<file path="config.mk">
export PLATFORM = sky130hd
export DESIGN_NAME = site_mutation_scheduler
export DESIGN_NICKNAME = d
export VERILOG_FILES = /design/src/rtl/site_mutation_scheduler.sv
export SDC_FILE = /design/constraint.sdc
export NUM_CORES = 1
export LEC_CHECK = 0
export CORE_UTILIZATION = 45
export DETAILED_ROUTE_END_ITERATION = 6
export DONT_BUFFER_PORTS = 1
export HOLD_SLACK_MARGIN = 0.08
export SKIP_CTS_REPAIR_TIMING = 1
export SYNTH_ARGS = -nofsm -noshare
export SYNTH_HDL_FRONTEND = slang
export SYNTH_SLANG_ARGS = --single-unit
</file>
<file path="constraint.sdc">
create_clock -name clk -period 8.4 [get_ports clk]
set_clock_uncertainty 0.05 [all_clocks]
set_input_delay 1.68 -clock clk [delete_from_list [all_inputs] [get_ports clk]]
set_output_delay 1.68 -clock clk [all_outputs]
set_load 0.01 [all_outputs]
</file>
<file path="src/rtl/site_mutation_scheduler.sv">
// Per-site nucleotide substitution for one branch: one random draw per site, child sampled from the P row of the parent base.
// Two cycles per site (FETCH, SAMPLE) plus one DONE cycle; an rnd_valid stall holds the FETCH state.
module site_mutation_scheduler #(
  parameter int NUM_SITES = 16,
  parameter int SITE_W    = 4,
  parameter int PROB_W    = 10
) (
  input  logic                   clk,
  input  logic                   reset,
  input  logic                   start,
  input  logic [2*NUM_SITES-1:0] parent_seq,
  input  logic [16*PROB_W-1:0]   matrix_P,
  input  logic [PROB_W-1:0]      rnd,
  input  logic                   rnd_valid,
  output logic                   rnd_ready,
  output logic                   busy,
  output logic [SITE_W-1:0]      site_idx,
  output logic [2*NUM_SITES-1:0] child_seq,
  output logic                   done
);

  localparam int SEQ_W = 2 * NUM_SITES;
  localparam int MAT_W = 16 * PROB_W;
  localparam int CUM_W = PROB_W + 2;
  localparam logic [SITE_W-1:0] LAST_SITE = SITE_W'(NUM_SITES - 1);

  typedef enum logic [1:0] {IDLE, FETCH, SAMPLE, DONE} state_t;

  state_t             state_q, state_d;
  logic [SEQ_W-1:0]   parent_q, parent_d;
  logic [MAT_W-1:0]   mat_q, mat_d;
  logic [PROB_W-1:0]  rnd_q, rnd_d;
  logic [SITE_W-1:0]  site_q, site_d;
  logic [SEQ_W-1:0]   child_q, child_d;

  logic [SITE_W:0]    bit_base;
  logic [1:0]         parent_nuc;
  logic [PROB_W-1:0]  p0, p1, p2;
  logic [CUM_W-1:0]   c0, c1, c2, rnd_ext;
  logic [1:0]         child_nuc;

  always_ff @(posedge clk) begin
    if (reset) begin
      state_q  <= IDLE;
      parent_q <= '0;
      mat_q    <= '0;
      rnd_q    <= '0;
      site_q   <= '0;
      child_q  <= '0;
    end else begin
      state_q  <= state_d;
      parent_q <= parent_d;
      mat_q    <= mat_d;
      rnd_q    <= rnd_d;
      site_q   <= site_d;
      child_q  <= child_d;
    end
  end

  // Row of the latched matrix selected by the parent base at the current site.
  always_comb begin
    bit_base   = {site_q, 1'b0};
    parent_nuc = parent_q[bit_base +: 2];
    p0 = '0;
    p1 = '0;
    p2 = '0;
    for (int r = 0; r < 4; r++) begin
      if (parent_nuc == 2'(r)) begin
        p0 = mat_q[(4*r+0)*PROB_W +: PROB_W];
        p1 = mat_q[(4*r+1)*PROB_W +: PROB_W];
        p2 = mat_q[(4*r+2)*PROB_W +: PROB_W];
      end
    end
    c0      = {2'b00, p0};
    c1      = c0 + {2'b00, p1};
    c2      = c1 + {2'b00, p2};
    rnd_ext = {2'b00, rnd_q};
    if (rnd_ext < c0)      child_nuc = 2'd0;
    else if (rnd_ext < c1) child_nuc = 2'd1;
    else if (rnd_ext < c2) child_nuc = 2'd2;
    else                   child_nuc = 2'd3;
  end

  always_comb begin
    state_d  = state_q;
    parent_d = parent_q;
    mat_d    = mat_q;
    rnd_d    = rnd_q;
    site_d   = site_q;
    child_d  = child_q;
    unique case (state_q)
      IDLE: begin
        if (start) begin
          parent_d = parent_seq;
          mat_d    = matrix_P;
          site_d   = '0;
          child_d  = '0;
          state_d  = FETCH;
        end
      end
      FETCH: begin
        if (rnd_valid) begin
          rnd_d   = rnd;
          state_d = SAMPLE;
        end
      end
      SAMPLE: begin
        child_d[bit_base +: 2] = child_nuc;
        if (site_q == LAST_SITE) begin
          state_d = DONE;
        end else begin
          site_d  = site_q + SITE_W'(1);
          state_d = FETCH;
        end
      end
      DONE: begin
        site_d  = '0;
        state_d = IDLE;
      end
      default: state_d = IDLE;
    endcase
  end

  assign rnd_ready = (state_q == FETCH);
  assign busy      = (state_q != IDLE);
  assign done      = (state_q == DONE);
  assign site_idx  = site_q;
  assign child_seq = child_q;

endmodule
</file>
==> impl_metrics.ini <==
[final_layout]
syn_to_final_growth_pct = 7.38
diodes = 0
stdcell_area_mm2 = 0.0109
final_common_cell = nand2_1
layout_common_cells = nand2_1 (335), a21oi_1 (216), dfxtp_1 (200)
fin_nets = 1460
drive_gt1_share_pct = 8.61

[route]
drcViolationCount = 8
drtPass1Iterations = 7
postRouteAntennaNets = 0
first_iter_violations = 545
wl_um = 26400
num_vias = 8332
vias_per_cell = 5.55
wl_per_cell_um = 17.6

[sta]
hold_viol = 0
setup_violations = 0
tightest_slew_ps = 1250
tns_ps = 0
fin_crit_sh_pct = 87.4
rsz0062_at_grt = false
post-route-min-period_ps = 7350
fmax_mhz = 136
slew_headroom_pct = 16.2
maxSlewViolCount = 0

[critical_path]
worstSetupPathDepth = 26
cpMaxStageDelayCell = dfxtp_1
worstSetupEndpointType = flip-flop
cp_top_family = multiplexers
critical-path-max-stage-delay_ps = 910
crit_fanout = 16
critPathKind = flip-flop to flip-flop
reg2reg_depth = 26
worstPathArrival_ps = 7630
cp-start-kind = flip-flop
cpMostUsedCell = ha_1
crit_required_ps = 8690
critPathBufInv = 3

[synth]
synth_edf_count = 0
ys.flop_type = dfxtp_1
ys_types = 53
synthesis.nets = 1510
synth.area.top_cells = dfxtp_1 (39%), nand2_1 (12%), a21oi_1 (11%)
yosysTopAreaCell = dfxtp_1
synthArstFlopShare_pct = 0
avgSynthCellArea_um2 = 8.08
synthesis.area_mm2 = 0.0102
syn-instance-count = 1257
yosysTopAreaCellShare_pct = 39.4
ys_seq_area_share_pct = 39.4
synth_seq_cells = 200
yosysWarnings = 0

[cts]
cts_max_level = 4
clock_path_buffers = 2
cts_tree = yes
cts-root-buf = clkbuf_16
cts_inserted_buffers = 17
numClockSinks = 200
clk_pin_slew_ps = 80
clkLatencyLatePin_ps = 440

[floorplanning]
dieArea_mm2 = 0.0232
die_w_um = 152
core_area_mm2 = 0.0220
fp.dieH_um = 152
rows = 54
start_util_pct = 46.2
io_pins = 245

[global_routing]
overflow = 0
grt_pass1_vias = 7918
track_usage_pct = 23.1
grt_pass1_wl_um = 42600
antenna_found_initial = 0
grt_max_degree = 196

[pwr]
max-vdd-ir-drop_v = 0.000136
clock_power_share_pct = 37.2
p_int_mw = 1.61
p_comb_share_pct = 18.2
swShare_pct = 29.8
seq_power_share_pct = 44.6
power.density_mw_per_mm2 = 211
switchingPower_mw = 0.684
leakagePower_nw = 4.20
p_total_mw = 2.30

[flow_run]
cap_violations = 0

[place]
io_buffer_count = 0
dp_hpwl_um = 18800
place_congestion = 0.804
placed_area_mm2 = 0.0103

[hold_path]
hold_depth = 2
hold_path.class = flip-flop to flip-flop

[run_status]
status = complete, but fails checks
violations = DRC
## final timing paths
| check | to | from | slack [ps] |
|---|---|---|---|
| setup / recovery | child_seq[6] | site_idx[2] | 1050 |
| hold / removal | mat_q[60] | mat_q[60] | 400 |
| setup reg to reg | child_seq[6] | site_idx[2] | 1050 |
| hold reg to reg | mat_q[60] | mat_q[60] | 400 |
## state kept, by name, indices dropped and copies added (netlist names)
name / cells
mat_q: 120
child_seq: 32
parent_q: 32
rnd_q: 10
site_idx: 4
state_q: 2
## synth_stat cells (2+ instances only)
| cell | count |
|---|---|
| o21bai_1 | 4 |
| a32oi_1 | 2 |
| or2_2 | 11 |
| a21oi_1 | 216 |
| or3_1 | 9 |
| buf_6 | 3 |
| o41ai_1 | 6 |
| nand3b_1 | 2 |
| o21a_1 | 5 |
| buf_2 | 4 |
| maj3_1 | 2 |
| mux2_2 | 22 |
| mux2i_1 | 67 |
| nor3_1 | 11 |
| a211oi_1 | 5 |
| mux2i_4 | 2 |
| xor2_1 | 8 |
| clkbuf_1 | 67 |
| o22a_1 | 2 |
| nand4_1 | 4 |
| buf_1 | 9 |
| and2_1 | 4 |
| ha_1 | 45 |
| o211ai_1 | 3 |
| nand2b_1 | 8 |
| nand2_1 | 336 |
| dfxtp_1 | 200 |
| a31oi_1 | 4 |
| and3_1 | 3 |
| inv_1 | 22 |
| a21o_1 | 13 |
| nor2_1 | 36 |
| fa_1 | 2 |
| o41ai_2 | 10 |
| o21ai_0 | 12 |
| nand3_1 | 55 |
| xnor2_1 | 11 |
| nor2b_1 | 12 |
| mux4_2 | 6 |
## cell type report
type	count	area (um2)
fill	2186	11100
tap	280	350
clock inverter	15	193
multi-input combinational	950	5720
clock buffer	17	425
sequential	200	4000
inverter	23	86.3
timing repair buffer	15	125
## worst min-delay path: cells and delay by family, from the launching register on
kind,cells,cell delay [ps]
flip-flops,1,310
AND/OR/NAND/NOR,1,50
AO/OA/AOI/OAI,1,50
## per-stage QoR
step,setup WS (ps),instances,hold slack [ps],util [%]
final,1050,1500,400,49.6
after detailed placement,1070,1468,390,46.8
after floorplan,2060,1257,383,-
after CTS,1050,1500,402,49.6
after global routing,386,1500,422,49.6
after global placement,1220,1468,387,46.8
## power by group through the flow
stage	logic, mW	registers [mW]	clock network [mW]
2_1_floorplan	0.346	1.04	0
3_3_place_gp	0.411	1.04	0
3_5_place_dp	0.420	1.05	0
4_1_cts	0.422	1.02	0.873
5_1_grt	0.473	1.03	0.914
6_report	0.419	1.02	0.856
## kinds of logic after synthesis
group	count (synthesis)	share of synthesized area, %
flip-flops	200	39.4
buffers and inverters	107	4.34
adder cells (fa/ha/maj)	49	6.14
AND/OR/NAND/NOR	494	20.5
multiplexers	97	10.8
XOR/XNOR	19	1.64
AO/OA/AOI/OAI	291	17.1
## routing by layer
layer | global-route usage, % | wire length (um)
met1 | 32.1 | 12500
met2 | 36.1 | 12000
met3 | 5.20 | 1550
met4 | 5.88 | 304
met5 | 0 | 0
No activity file was read; power rests on OpenSTA's default activity.
==> variant 1, RTL diff (same flow settings) <==
The parameter `SITE_W` goes from 4 to 6.
--- a/src/rtl/site_mutation_scheduler.sv
+++ b/src/rtl/site_mutation_scheduler.sv
@@ -3,5 +3,5 @@
 module site_mutation_scheduler #(
   parameter int NUM_SITES = 16,
-  parameter int SITE_W    = 4,
+  parameter int SITE_W    = 6,
   parameter int PROB_W    = 10
 ) (
Interface: changed (resized site_idx); port bits go from 245 to 247. The function was not compared with the original's and may differ.
==> variant 1 against the unedited design <==
Wire length rose by 10%. Synthesized area rose by 2.4%. Sequential cell count rose by 2. Count of clock-buffer cells in the layout rose by 11. Worst setup slack got worse by 0.37 ns. Power rose by 23%. Design area rose by 3.2%. Critical path type unchanged. Largest cell class unchanged.
==> variant 1: results (changes against the unedited design) <==
Run status
  – Status: completed (was finished with violations)

Synth
  – Xor/xnor share of the synthesized area: 1.85% (was 1.64%)
  – Synth Area in Compound Gates: 20.2% (was 17.1%)
  – Mux contribution to synthesized area: 5.74% (was 10.8%)
  – Post-Synth Adder-Cell Area: 5.76% (was 6.14%)
  – Register area share after synthesis: 38.9% (was 39.4%)
  – Most frequent cells after synthesis: 384 x nand2_1, 202 x dfxtp_1, 190 x a21oi_1, 76 x clkbuf_1 (was 336 x nand2_1, 216 x a21oi_1, 200 x dfxtp_1, 67 x clkbuf_1, 67 x mux2i_1)

Setup path
  – Data arrival time of the critical path: 8.12 ns (was 7.63 ns)
  – Worst path max stage delay: 0.94 ns (was 0.91 ns)
  – Cell family with most CP delay: compound AO/OA/AOI/OAI gates (was multiplexers)

Placed design
  – DP Area: 0.0105 mm^2 (was 0.0103 mm^2)
  – DP Worst Slack: 0.702 ns (was 1.07 ns)
  – DP Wirelength: 21000 um (was 18800 um)

Clock network
  – TritonCTS buffer count: 23 (was 17)
  – Max clock buf depth: 3 (was 2)

Global routing
  – First-pass GRT wire length: 46200 um (was 42600 um)
  – Total GRT Usage: 24.5% (was 23.1%)
  – Pin count of the biggest net entering global routing: 170 (was 196)

Final layout
  – Final nets: 1542 (was 1460)
  – Layout Cells excl Fill: 1590 (was 1500)
  – # fillers: 2258 (was 2186)

Detailed routing
  – DR vias/cell: 5.69 (was 5.55)
  – Initial DRC Count: 747 (was 545)
  – First-pass DRT Iterations: 5 (was 7)

Timing
  – Tightest Pin Transition: 1.07 ns (was 1.25 ns)

Pwr
  – Sw frac: 32.2% (was 29.8%)
  – Leakage: 4.38 nW (was 4.20 nW)
==> variant 1: cells by family (layout without fill, tap and decap cells) <==
| group | after synthesis | after routing |
|---|---|---|
| buf+inv | 128 | 91 |
| fa+ha+maj | 47 | 47 |
| flops | 202 | 202 |
| compound gates | 345 | 345 |
| simple gates | 550 | 550 |
| mux | 48 | 48 |
| xor+xnor | 22 | 22 |
==> variant 1: layout make-up <==
type	count	area [um^2]	share of cell area (%)
Multi-Input combinational cell	1012	5860	52.1
Sequential cell	202	4040	35.9
Clock buffer	28	624	5.55
Tap cell	285	357	3.17
Inverter	37	139	1.23
Clock inverter	11	118	1.05
Timing Repair Buffer	15	113	1.00
==> variant 1: per-layer routing <==
metal,routed length [um],track usage [%],part of all wire [%]
met1,13900,34.2,48
met2,12700,38.4,44
met3,2040,5.21,7.0
met4,511,5.76,1.8
met5,0,0,0
==> variant 1: final timing paths <==
| kind | from | endpoint | slack [ns] | cells after the start |
|---|---|---|---|---|
| worst max-delay path | site_idx[3] | child_seq[26] | 0.69 | 25 |
| worst min-delay path | mat_q[45] | mat_q[45] | 0.40 | 2 |
| worst max register to register | site_idx[3] | child_seq[26] | 0.69 | 25 |
| worst min register to register | mat_q[45] | mat_q[45] | 0.40 | 2 |
==> variant 1: power groups by stage <==
stage          sequential, mW  clock (mW)  combinational [mW]
3_5_place_dp             1.07           0               0.790
3_3_place_gp             1.07           0               0.774
5_1_grt                  1.05        1.05               0.899
6_report                 1.05       0.986               0.797
2_1_floorplan            1.05           0               0.627
4_1_cts                  1.05        1.01               0.795
==> variant 2, RTL diff (same settings) <==
Without the edit above. Reset style: asynchronous (`reset`), changed in one clocked block.
--- a/src/rtl/site_mutation_scheduler.sv
+++ b/src/rtl/site_mutation_scheduler.sv
@@ -40,5 +40,5 @@
   logic [1:0]         child_nuc;
 
-  always_ff @(posedge clk) begin
+  always_ff @(posedge clk or posedge reset) begin
     if (reset) begin
       state_q  <= IDLE;
Check against the original RTL: differs if reset is asserted again (counterexample within 4 cycles, from zero or initial values and one cycle with reset high); with reset held inactive, the same outputs for 4 cycles.
==> variant 2 against the unedited design <==
Wire length down 1.6%. Count of clock-buffer cells in the layout up 1. Synthesized area up 6.5%. Critical endpoint is now child_seq[16]. Sequential cell count unchanged. Die area up 6.4%. Via count down 4.8%. Worst setup slack worse by 0.089 ns. Design area up 7.2%. Sequential share of layout area up 6.1 points. Synthesized cell count down 5.2%. Cell count unchanged.
Power is left out: the tool's default activity adds up to more than one toggle a clock period on the data nets, which glitch-free logic cannot reach.
==> variant 2: results (changes against the unedited design) <==
Run status
  – Status: completed (was finished with violations)

Detailed routing
  – Initial DRC Count: 414 (was 545)
  – First-pass DRT Iterations: 4 (was 7)
  – DR vias/cell: 5.29 (was 5.55)
  – Routed WL per cell: 17.4 um (was 17.6 um)

Global routing
  – Total GRT Usage: 22.0% (was 23.1%)
  – Pin count of the biggest net entering global routing: 108 (was 196)
  – Vias in the first global route: 7957 (was 7918)
  – Initial antenna violation count: 1 (was 0)
  – First-pass GRT wire length: 41800 um (was 42600 um)

Setup path
  – Worst setup SP type: flop (unchanged)
  – Cell family with most CP delay: compound AO/OA/AOI/OAI gates (was multiplexers)
  – Data arrival time of the critical path: 7.68 ns (was 7.63 ns)
  – R2R Setup Slk: 0.97 ns (was 1.05 ns)
  – R2R depth: 29 (was 26)
  – Slowest CP cell: dfrtp_1 (was dfxtp_1)
  – Worst path max stage delay: 0.74 ns (was 0.91 ns)
  – Launching point of the worst reg2reg path: site_idx[2] (unchanged)
  – Reg2reg end: child_seq[16] (was child_seq[6])

Synth
  – Ys async rst share: 100% (was 0%)
  – Synth Area per Inst: 9.07 um^2 (was 8.08 um^2)
  – Mux contribution to synthesized area: 11.2% (was 10.8%)
  – Post-Synth Adder-Cell Area: 5.86% (was 6.14%)
  – Most frequent cells after synthesis: 512 x nand2_1, 200 x dfrtp_1, 45 x clkbuf_1, 45 x ha_1, 42 x mux2i_1 (was 336 x nand2_1, 216 x a21oi_1, 200 x dfxtp_1, 67 x clkbuf_1, 67 x mux2i_1)
  – Xor/xnor share of the synthesized area: 1.78% (was 1.64%)
  – Top cells by area, synth: dfrtp_1 46%, nand2_1 18%, ha_1 5.2% (was dfxtp_1 39%, nand2_1 12%, a21oi_1 11%)
  – Register area share after synthesis: 46.3% (was 39.4%)
  – Syn Nets: 1445 (was 1510)
  – Yosys cell types: 63 (was 53)
  – Synth Area in Compound Gates: 7.80% (was 17.1%)

Placed design
  – GPL Wtd Cong: 0.807 (was 0.804)
  – DP Wirelength: 18600 um (was 18800 um)
  – DP Area: 0.0111 mm^2 (was 0.0103 mm^2)

Final layout
  – Layout cells sized above 1: 10.1% (was 8.61%)
  – # fillers: 2275 (was 2186)
  – Final nets: 1420 (was 1460)

Hold path
  – Hold EP: mat_q[11] (was mat_q[60])
  – WHS Path Cells: 2 (unchanged)
  – HP Start: mat_q[11] (was mat_q[60])

Timing
  – Slew headroom: 23.7% (was 16.2%)

Clock network
  – Max clock buf depth: 2 (unchanged)
  – Root Buffer: clkbuf_16 (unchanged)
[variant 2: how the worst max path moves through the flow]
stage                          endpoint  slack, ns
after global placement    child_seq[16]       1.03
final                     child_seq[16]       0.97
after floorplan            child_seq[0]       1.22
after global routing      child_seq[30]       0.39
after CTS                 child_seq[16]       0.95
after detailed placement  child_seq[16]        1.0
[variant 2: per-stage QoR]
stage	hold slack, ns	setup WS, ns	utilization [%]	std cells
after floorplan	0.390	1.22	-	1192
after global placement	0.403	1.03	47.1	1467
after detailed placement	0.407	0.999	47.1	1467
after CTS	0.426	0.954	49.6	1499
after global routing	0.445	0.392	49.6	1500
final	0.421	0.966	49.6	1500
[variant 2: cell families after synthesis]
family / count (synthesis)
flops: 200
mux: 87
buf+inv: 93
simple gates: 624
compound gates: 116
xor+xnor: 22
fa+ha+maj: 50
[variant 2: area by class of cell]
type                            instances  area share, %
Timing Repair Buffer                   17           1.20
Antenna cell                            1         0.0214
Sequential cell                       200           42.8
Clock buffer                           18           3.76
Tap cell                              319           3.42
Clock inverter                         14           1.34
Inverter                               32           1.09
Multi-Input combinational cell        899           46.3
[variant 2: layer usage]
layer	up-vias	global-route usage, %	share of wire (%)
met4	0	6.26	1.3
met2	168	34.3	46
met5	-	0	0
met3	19	5.20	5.5
li1	3900	-	-
met1	3845	30.5	47
[variant 2: worst register-to-register path, delay by kind of cell, from the launching register on]
kind | cells | cell delay, ns
xor gates and xnor gates | 2 | 0.28
adders and majority gates | 3 | 0.92
and+or+nand+nor | 8 | 0.93
muxes | 3 | 1.05
DFF | 1 | 0.74
AOI/OAI and AO/OA | 10 | 2.69
buffers and inverters | 3 | 0.66
